[src/rtl/score_display_ctrl.sv]
// Pong scoreboard: two 2-digit BCD scores, PLAY/GAME_OVER match FSM, four HEX digits.
// Latency: a point/new_game pulse at edge N shows on scores and HEX at edge N+1.
// No backpressure: every cycle a point input is high counts as one point.

// BCD digit to active-low seven-segment pattern (segment order g..a).
module seven_seg (
  input  logic [3:0] digit_dat,
  output logic [6:0] seg_n
);

  // Pure decode; codes above 9 never occur on a BCD score and show blank.
  always_comb begin
    seg_n = 7'b1111111;
    case (digit_dat)
      4'd0:    seg_n = 7'b1000000;
      4'd1:    seg_n = 7'b1111001;
      4'd2:    seg_n = 7'b0100100;
      4'd3:    seg_n = 7'b0110000;
      4'd4:    seg_n = 7'b0011001;
      4'd5:    seg_n = 7'b0010010;
      4'd6:    seg_n = 7'b0000010;
      4'd7:    seg_n = 7'b1111000;
      4'd8:    seg_n = 7'b0000000;
      4'd9:    seg_n = 7'b0010000;
      default: seg_n = 7'b1111111;
    endcase
  end

endmodule

module score_display_ctrl #(
  parameter int WIN_SCORE  = 11,
  parameter int BLINK_HALF = 25_000_000
) (
  input  logic       clk,
  input  logic       rst_n,
  input  logic       point_p1,
  input  logic       point_p2,
  input  logic       new_game,
  output logic [7:0] score_p1,
  output logic [7:0] score_p2,
  output logic       game_over,
  output logic [1:0] winner,
  output logic [6:0] HEX0,
  output logic [6:0] HEX1,
  output logic [6:0] HEX2,
  output logic [6:0] HEX3
);

  // Winning score expressed in BCD so it can be compared directly to the score registers.
  localparam logic [7:0] WIN_BCD = {4'(WIN_SCORE / 10), 4'(WIN_SCORE % 10)};

  // Blink counter only needs to reach BLINK_HALF-1; keep at least one bit.
  localparam int CW = (BLINK_HALF > 1) ? $clog2(BLINK_HALF) : 1;
  localparam logic [CW-1:0] BLINK_LAST = CW'(BLINK_HALF - 1);

  localparam logic [6:0] SEG_BLANK = 7'b1111111;

  typedef enum logic {
    ST_PLAY = 1'b0,
    ST_OVER = 1'b1
  } state_t;

  state_t          state_q,     state_d;
  logic [7:0]      score_p1_q,  score_p1_d;
  logic [7:0]      score_p2_q,  score_p2_d;
  logic            game_over_q, game_over_d;
  logic [1:0]      winner_q,    winner_d;
  logic [CW-1:0]   blink_cnt_q, blink_cnt_d;
  logic            blink_hide_q, blink_hide_d;

  logic            reach_p1;
  logic            reach_p2;

  // Saturating BCD increment: 09 -> 10, 99 stays 99.
  function automatic logic [7:0] bcd_inc(input logic [7:0] v);
    logic [7:0] r;
    r = v;
    if (v[3:0] == 4'd9) begin
      if (v[7:4] != 4'd9) begin
        r[7:4] = v[7:4] + 4'd1;
        r[3:0] = 4'd0;
      end
    end else begin
      r[3:0] = v[3:0] + 4'd1;
    end
    return r;
  endfunction

  // Next-state for scores, match FSM and blink timer; new_game overrides everything.
  always_comb begin
    state_d      = state_q;
    score_p1_d   = score_p1_q;
    score_p2_d   = score_p2_q;
    game_over_d  = game_over_q;
    winner_d     = winner_q;
    blink_cnt_d  = blink_cnt_q;
    blink_hide_d = blink_hide_q;
    reach_p1     = 1'b0;
    reach_p2     = 1'b0;

    if (new_game) begin
      state_d      = ST_PLAY;
      score_p1_d   = 8'h00;
      score_p2_d   = 8'h00;
      game_over_d  = 1'b0;
      winner_d     = 2'b00;
      blink_cnt_d  = '0;
      blink_hide_d = 1'b0;
    end else begin
      case (state_q)
        ST_PLAY: begin
          if (point_p1) begin
            score_p1_d = bcd_inc(score_p1_q);
          end
          if (point_p2) begin
            score_p2_d = bcd_inc(score_p2_q);
          end
          // A player can only sit below the target while in PLAY, so hitting
          // it on this edge means they scored the deciding point just now.
          reach_p1 = point_p1 && (score_p1_d == WIN_BCD);
          reach_p2 = point_p2 && (score_p2_d == WIN_BCD);
          if (reach_p1 || reach_p2) begin
            state_d      = ST_OVER;
            game_over_d  = 1'b1;
            winner_d     = {reach_p2, reach_p1};
            blink_cnt_d  = '0;
            blink_hide_d = 1'b0;
          end
        end
        ST_OVER: begin
          // Scores frozen; only the blink timer advances.
          if (blink_cnt_q == BLINK_LAST) begin
            blink_cnt_d  = '0;
            blink_hide_d = ~blink_hide_q;
          end else begin
            blink_cnt_d  = blink_cnt_q + CW'(1);
          end
        end
        default: begin
          state_d = ST_PLAY;
        end
      endcase
    end
  end

  // State registers with synchronous active-low reset; reset beats any pulse.
  always_ff @(posedge clk) begin
    if (!rst_n) begin
      state_q      <= ST_PLAY;
      score_p1_q   <= 8'h00;
      score_p2_q   <= 8'h00;
      game_over_q  <= 1'b0;
      winner_q     <= 2'b00;
      blink_cnt_q  <= '0;
      blink_hide_q <= 1'b0;
    end else begin
      state_q      <= state_d;
      score_p1_q   <= score_p1_d;
      score_p2_q   <= score_p2_d;
      game_over_q  <= game_over_d;
      winner_q     <= winner_d;
      blink_cnt_q  <= blink_cnt_d;
      blink_hide_q <= blink_hide_d;
    end
  end

  assign score_p1  = score_p1_q;
  assign score_p2  = score_p2_q;
  assign game_over = game_over_q;
  assign winner    = winner_q;

  logic [6:0] seg_p1_tens;
  logic [6:0] seg_p1_ones;
  logic [6:0] seg_p2_tens;
  logic [6:0] seg_p2_ones;

  seven_seg u_seg_p1_tens (.digit_dat(score_p1_q[7:4]), .seg_n(seg_p1_tens));
  seven_seg u_seg_p1_ones (.digit_dat(score_p1_q[3:0]), .seg_n(seg_p1_ones));
  seven_seg u_seg_p2_tens (.digit_dat(score_p2_q[7:4]), .seg_n(seg_p2_tens));
  seven_seg u_seg_p2_ones (.digit_dat(score_p2_q[3:0]), .seg_n(seg_p2_ones));

  logic hide_p1;
  logic hide_p2;

  // Display muxing: blank leading-zero tens, then blank the winner's digits in the hidden phase.
  always_comb begin
    hide_p1 = game_over_q && blink_hide_q && winner_q[0];
    hide_p2 = game_over_q && blink_hide_q && winner_q[1];

    HEX3 = (score_p1_q[7:4] == 4'd0) ? SEG_BLANK : seg_p1_tens;
    HEX2 = seg_p1_ones;
    HEX1 = (score_p2_q[7:4] == 4'd0) ? SEG_BLANK : seg_p2_tens;
    HEX0 = seg_p2_ones;

    if (hide_p1) begin
      HEX3 = SEG_BLANK;
      HEX2 = SEG_BLANK;
    end
    if (hide_p2) begin
      HEX1 = SEG_BLANK;
      HEX0 = SEG_BLANK;
    end
  end

endmodule

[config.mk]
export PLATFORM = sky130hd
export DESIGN_NAME = score_display_ctrl
export DESIGN_NICKNAME = d
export VERILOG_FILES = /design/src/rtl/score_display_ctrl.sv
export SDC_FILE = /design/constraint.sdc
export NUM_CORES = 1
export LEC_CHECK = 0
export BUFFER_PORTS_ARGS = -buffer_cell sky130_fd_sc_hd__buf_4
export CAP_MARGIN = 40
export CELL_PAD_IN_SITES_DETAIL_PLACEMENT = 0
export CELL_PAD_IN_SITES_GLOBAL_PLACEMENT = 2
export CORE_MARGIN = 2
export CORE_UTILIZATION = 33
export CTS_BUF_LIST = sky130_fd_sc_hd__clkbuf_4 sky130_fd_sc_hd__clkbuf_8
export DETAILED_ROUTE_END_ITERATION = 12
export PLACE_DENSITY_LB_ADDON = 0.1
export SLEW_MARGIN = 15
export SYNTH_ARGS = -nofsm -noshare
export SYNTH_HDL_FRONTEND = slang
export SYNTH_SLANG_ARGS = --single-unit
[constraint.sdc]
create_clock -name clk -period 2.4 [get_ports clk]
set_input_delay 0.12 -clock clk [delete_from_list [all_inputs] [get_ports clk]]
set_output_delay 0.12 -clock clk [all_outputs]
set_load 0.03 [all_outputs]
# After elaboration in Yosys (flattened, before gate mapping)
# Memory sizes are Yosys's and may differ from the RTL's. A register that Yosys moved wholly into a read port is not among the register bits.
# Index checks and enable logic that the tools add are counted.
dict set report classes {
  add_sub_neg 5
  eq_ne 9
  n_mux 34
  bitwise 3
  reduce_logical 11
}
# operator n
set ops {}
lappend ops {{8-bit two-way mux} 8}
lappend ops {{25-bit two-way mux} 2}
lappend ops {{25-bit case mux with 2 select lines} 1}
lappend ops {{4-bit two-way mux} 12}
lappend ops {{7-bit two-way mux} 6}
lappend ops {{25-bit by 1-bit adder with 25-bit output (second input constant)} 1}
lappend ops {{25-bit equality test (second input constant)} 1}
lappend ops {{4-bit by 1-bit adder with 4-bit output (second input constant)} 4}
lappend ops {{8-bit by 5-bit equality test with 1-bit output (second input constant)} 2}
lappend ops {{4-bit equality test (second input constant)} 2}
lappend ops {{4-bit logical NOT} 2}
lappend ops {{4-bit inequality test (second input constant)} 2}
lappend ops {{1-bit logical AND} 5}
lappend ops {{1-bit two-way mux} 4}
lappend ops {{2-bit AND reduction} 2}
lappend ops {{1-bit inverter} 3}
lappend ops {{2-bit by 1-bit inequality test with 1-bit output (second input constant)} 1}
lappend ops {{2-bit inequality test (second input constant)} 1}
lappend ops {{1-bit case mux with 2 select lines} 1}
lappend ops {{2-bit OR reduction} 1}
lappend ops {{1-bit logical OR} 1}
dict set report totals {
  register_bits 46
  romBits 448
  n_memories 4
}
# memory words width read_ports rd_ports_with_merged_regs write_ports line
set memory_table {}
lappend memory_table {{(name not given)} 16 7 1 1 0 14} ;# case (digit_dat)
lappend memory_table {{(name not given)} 16 7 1 1 0 14}
lappend memory_table {{(name not given)} 16 7 1 1 0 14}
lappend memory_table {{(name not given)} 16 7 1 1 0 14}

# Longest topological paths before layout
dict set report depth {
  ltp_word 11
  depth_mapped 12
  ltp_nobuf 11
}

# Cells and area by module
# Synthesis repeated with hierarchy kept, for this count alone.
dict set report unflattened {
  hier_cells 487
  area_unflattened_um2 3678.5
}
# module instances cells_per_inst area_per_inst_um2 seq_area_each_um2
set modules_own_cells {}
lappend modules_own_cells {score_display_ctrl 1 355 2837.7 920.9}
lappend modules_own_cells {seven_seg 4 33 210.2 0.0}

# Least setup slack after synthesis
# OpenSTA, ideal clock, no wires.
dict set report synth_path {
  path_kind {flip-flop to flip-flop}
  start {register score_p1_q[1], in the netlist score_p1[1]}
  end {register u_seg_p1_tens.seg_n[3] (netlist name)}
  setup_ns 0.130
  arrival_time_ns 2.478
  required_ns 2.270
  setup_slack_ns -0.207
  path_stages_with_launch 12
  path_buffers 1
  synth_period_minus_slack_ns 2.607
  path_cell_list {dfxtp_1 inv_1 ha_1 and3b_1 buf_4 and3_1 mux2_1 and2_1 ha_1 nor2_1 o21bai_1 a21oi_1}
}
dict set report synth_via {
  elab_chain_len 7
}
# item line
set synth_rtl {}
lappend synth_rtl {{start: declaration} 65} ;# logic [7:0] score_p1_q, score_p1_d;
lappend synth_rtl {{start signal: assignment} 159} ;# score_p1_q <= score_p1_d;
lappend synth_rtl {{4-bit equality test} 79} ;# if (v[3:0] == 4'd9) begin
lappend synth_rtl {{4-bit two-way mux} 79}
lappend synth_rtl {{8-bit two-way mux} 113} ;# if (point_p1) begin
lappend synth_rtl {{8-bit two-way mux} 111} ;# case (state_q)
lappend synth_rtl {{8-bit two-way mux} 102} ;# if (new_game) begin
lappend synth_rtl {{4-bit two-way mux (no line) (2 in a row)} -}
# Every way passes these cells. The select of a mux whose other input is x is not followed.
# A chain may end at the register's enable or synchronous reset.

# Worst setup path after layout
dict set report layout_path {
  start {register score_p1_q[1], in the netlist score_p1[1]}
  end {register u_seg_p1_tens.seg_n[3] (netlist name)}
}
dict set report layout_via {
  elab_chain_len 7
}
# item line
set layout_rtl {}
lappend layout_rtl {{4-bit equality test} 79}
lappend layout_rtl {{4-bit two-way mux} 79}
lappend layout_rtl {{8-bit two-way mux} 113}
lappend layout_rtl {{8-bit two-way mux} 111}
lappend layout_rtl {{8-bit two-way mux} 102}
lappend layout_rtl {{4-bit two-way mux (no line) (2 in a row)} -}
# Every way passes these cells. The select of a mux whose other input is x is not followed.

==> reports/metrics.yaml <==
post-route-drc-count: 0
crit_required_ns: 2.64
yosys_warnings: 0
hp-start: "new_game"
diodes: 0
maxCapViolations: 0
grt_pass1_wl_um: 17900
io_pins: 52
clockBufferDepth: 2
hold_violations: 0
drt_iter0_markers: 210
max_freq_mhz: 438
synth_nets: 552
p_leak_uw: 0.00226
rsz0062_at_grt: "false"
muxShareOfSynthArea_pct: 2.61
final_nets: 640
ys_types: 62
end_kind: "register"
synth_top_family_by_area: "simple AND/OR/NAND/NOR gates"
critical-path-max-stage-delay_ns: 0.36
cts-htree-levels: 3
ctsRootBufferMaster: "clkbuf_8"
fin_tns_setup_ns: 0
vdd_drop_max_mv: 0.308
startpoint_type: "register"
wl_per_cell_um: 13.7
synth_xor_area_share_pct: 1.63
dr.pass1.iters: 4
async_flop_share_pct: 0
crit_buf_inv: 1
p_per_area_mw_per_mm2: 440
path_class: "register to register"
grt_antenna_before_repair: 0
period_share_pct: 95.2
r2r-start: "score_p1[1]"
grt_pass1_vias: 3741
area_growth_pct: 26.1
grt_remaining_overflow: 0
die-area_mm2: 0.0140
cts_setup_buffers: 0
yosys-top-cells-area: "dfxtp_1 34%, ha_1 9.0%, nand2b_1 5.2%"
die_y_um: 118
grt_usage_pct: 15.7
dr_total_vias: 3852
crit_slowest_cell: "dfxtp_4"
cp_top_family: "simple AND/OR/NAND/NOR gates"
synth_top_area_share_pct: 34.4
synthAdderAreaFrac_pct: 9.00
seq_area_frac_synth_pct: 34.4
die_w_um: 118
crit_start: "score_p1[1]"
hold_path.class: "input port to register"
max_slew_margin_pct: 61.2
rows: 41
ant_nets: 0
gp_congestion: 0.804
clkSlewWorstSetupHoldPaths_ns: 0.08
path_cells: "inv_1, ha_2, and3b_1, and3_4, mux2_1, and2_4, ha_1, nor2_2, o21bai_1, a21oi_1"
slew_violations: 0
yosysTopAreaCell: "dfxtp_1"
synth_edf_count: 0
synth_common_cells: "74 x dfxtp_1, 45 x nand2_1, 40 x a21oi_1"
io_buffers: 51
hpwl_um: 7680
cts.sinks: 74
synth.avg_cell_area_um2: 8.36
min_period_ns: 2.29
worst_slew_pin_slew_ns: 0.582
finClkSkew_ns: 0.00780
final_util_pct: 42.9
grt_max_degree: 48
synth_ff_type: "dfxtp_1"
synth_compound_area_share_pct: 21.8
core_mm2: 0.0127
clk_latency_ns: 0.37
cts_tree: "built"
synth_area_mm2: 0.00431
synth_cells: 516
cts_made_buffers: 9
drt_wl_total_um: 10700
outcome: "completed"
drive_gt1_share_pct: 24.8
ctsHoldBuffers: 0
crit_fanout: 5
yosysMostFrequentCell: "dfxtp_1"
synthSimpleGateAreaFrac_pct: 25.3
routed_via_density: 4.93
setup_viol: 0
critPathArrivalTime_ns: 2.52
ys_ff_latch: 74
start_util_pct: 34.0
## what timing repair did
item                                   in CTS  in global routing
endpoints found under the hold margin       0                  0
setup endpoints to repair                   0                 48
gates resized for setup                     0                 14
## power breakdown
| part | internal, µW | switching (µW) | total (µW) |
|---|---|---|---|
| clock network | 524 | 469 | 993 |
| logic | 61.9 | 97.6 | 160 |
| registers | 1240 | 3.64 | 1240 |
| total | 1830 | 570 | 2400 |
## logic make-up after synthesis
logic type               Yosys count
AO/OA/AOI/OAI                    133
flip-flops                        74
XOR/XNOR                           8
multiplexers                      11
buffers and inverters             53
adder cells (fa/ha/maj)           31
AND/OR/NAND/NOR                  206
## tightest hold or removal path, stage by stage
cell     delay, ns
buf_4         0.09
nor2b_2       0.04
buf_12        0.17
o31a_1        0.12
## path summary, 6_finish.rpt
check                           end  slack (ns)  depth (start not counted)
max          u_seg_p1_tens.seg_n[3]        0.11                         10
min                       game_over        0.23                          4
max reg2reg  u_seg_p1_tens.seg_n[3]        0.11                         10
min reg2reg          blink_cnt_q[1]        0.47                          2
## cell type report
cell class	instances	area, µm²
fillers	1295	7230
repair buffers	100	793
inverters	30	113
multi-input cells	389	2640
flip-flops and latches	74	1490
clock inverters	3	40.0
well taps	172	215
clock buffers	13	154
## routing by layer
| metal | routed length [µm] | GRT usage, % | share of wire (%) |
|---|---|---|---|
| met1 | 5450 | 20.8 | 51 |
| met2 | 4730 | 24.6 | 44 |
| met3 | 354 | 3.76 | 3.3 |
| met4 | 151 | 5.87 | 1.4 |
| met5 | 0 | 0 | 0 |
## sequential cells by signal (all words and copies together) (netlist names)
name	cells
blink_hide_q	1
u_seg_p2_tens.seg_n	7
u_seg_p1_tens.seg_n	7
game_over	1
score_p1	8
blink_cnt_q	25
score_p2	8
winner	2
u_seg_p2_ones.seg_n	7
state_q	1
u_seg_p1_ones.seg_n	7
## through the flow
stage	hold slack [ns]	area [µm²]	setup WS, ns	power (µW)	instances
2_1_floorplan	0.446	4320	-0.0492	1370	516
3_3_place_gp	0.457	5190	0.0884	1430	764
3_5_place_dp	0.467	5190	0.0433	1430	764
4_1_cts	0.207	5380	0.0240	2430	780
5_1_grt	0.229	5440	0.0124	2500	781
6_report	0.234	5440	0.115	2400	781
## layout by cell type, fill, tap and decap left out, types with 7 or more instances in the layout
cell      netlist  final
a21oi_1        40     40
a31oi_2         9      9
and2_1         11      9
buf_4           1     97
clkbuf_8        0      9
dfxtp_1        74     70
ha_1           31     30
inv_1          29     28
mux2i_1         9      9
nand2_1        45     45
nand2b_1       36     36
nand3_1        19     19
nand4_1         7      7
nor2_1         32     30
nor3_1         22     22
o21ai_0        25     25
o21ai_1         8      8
Power figures use the tool's default switching activity.
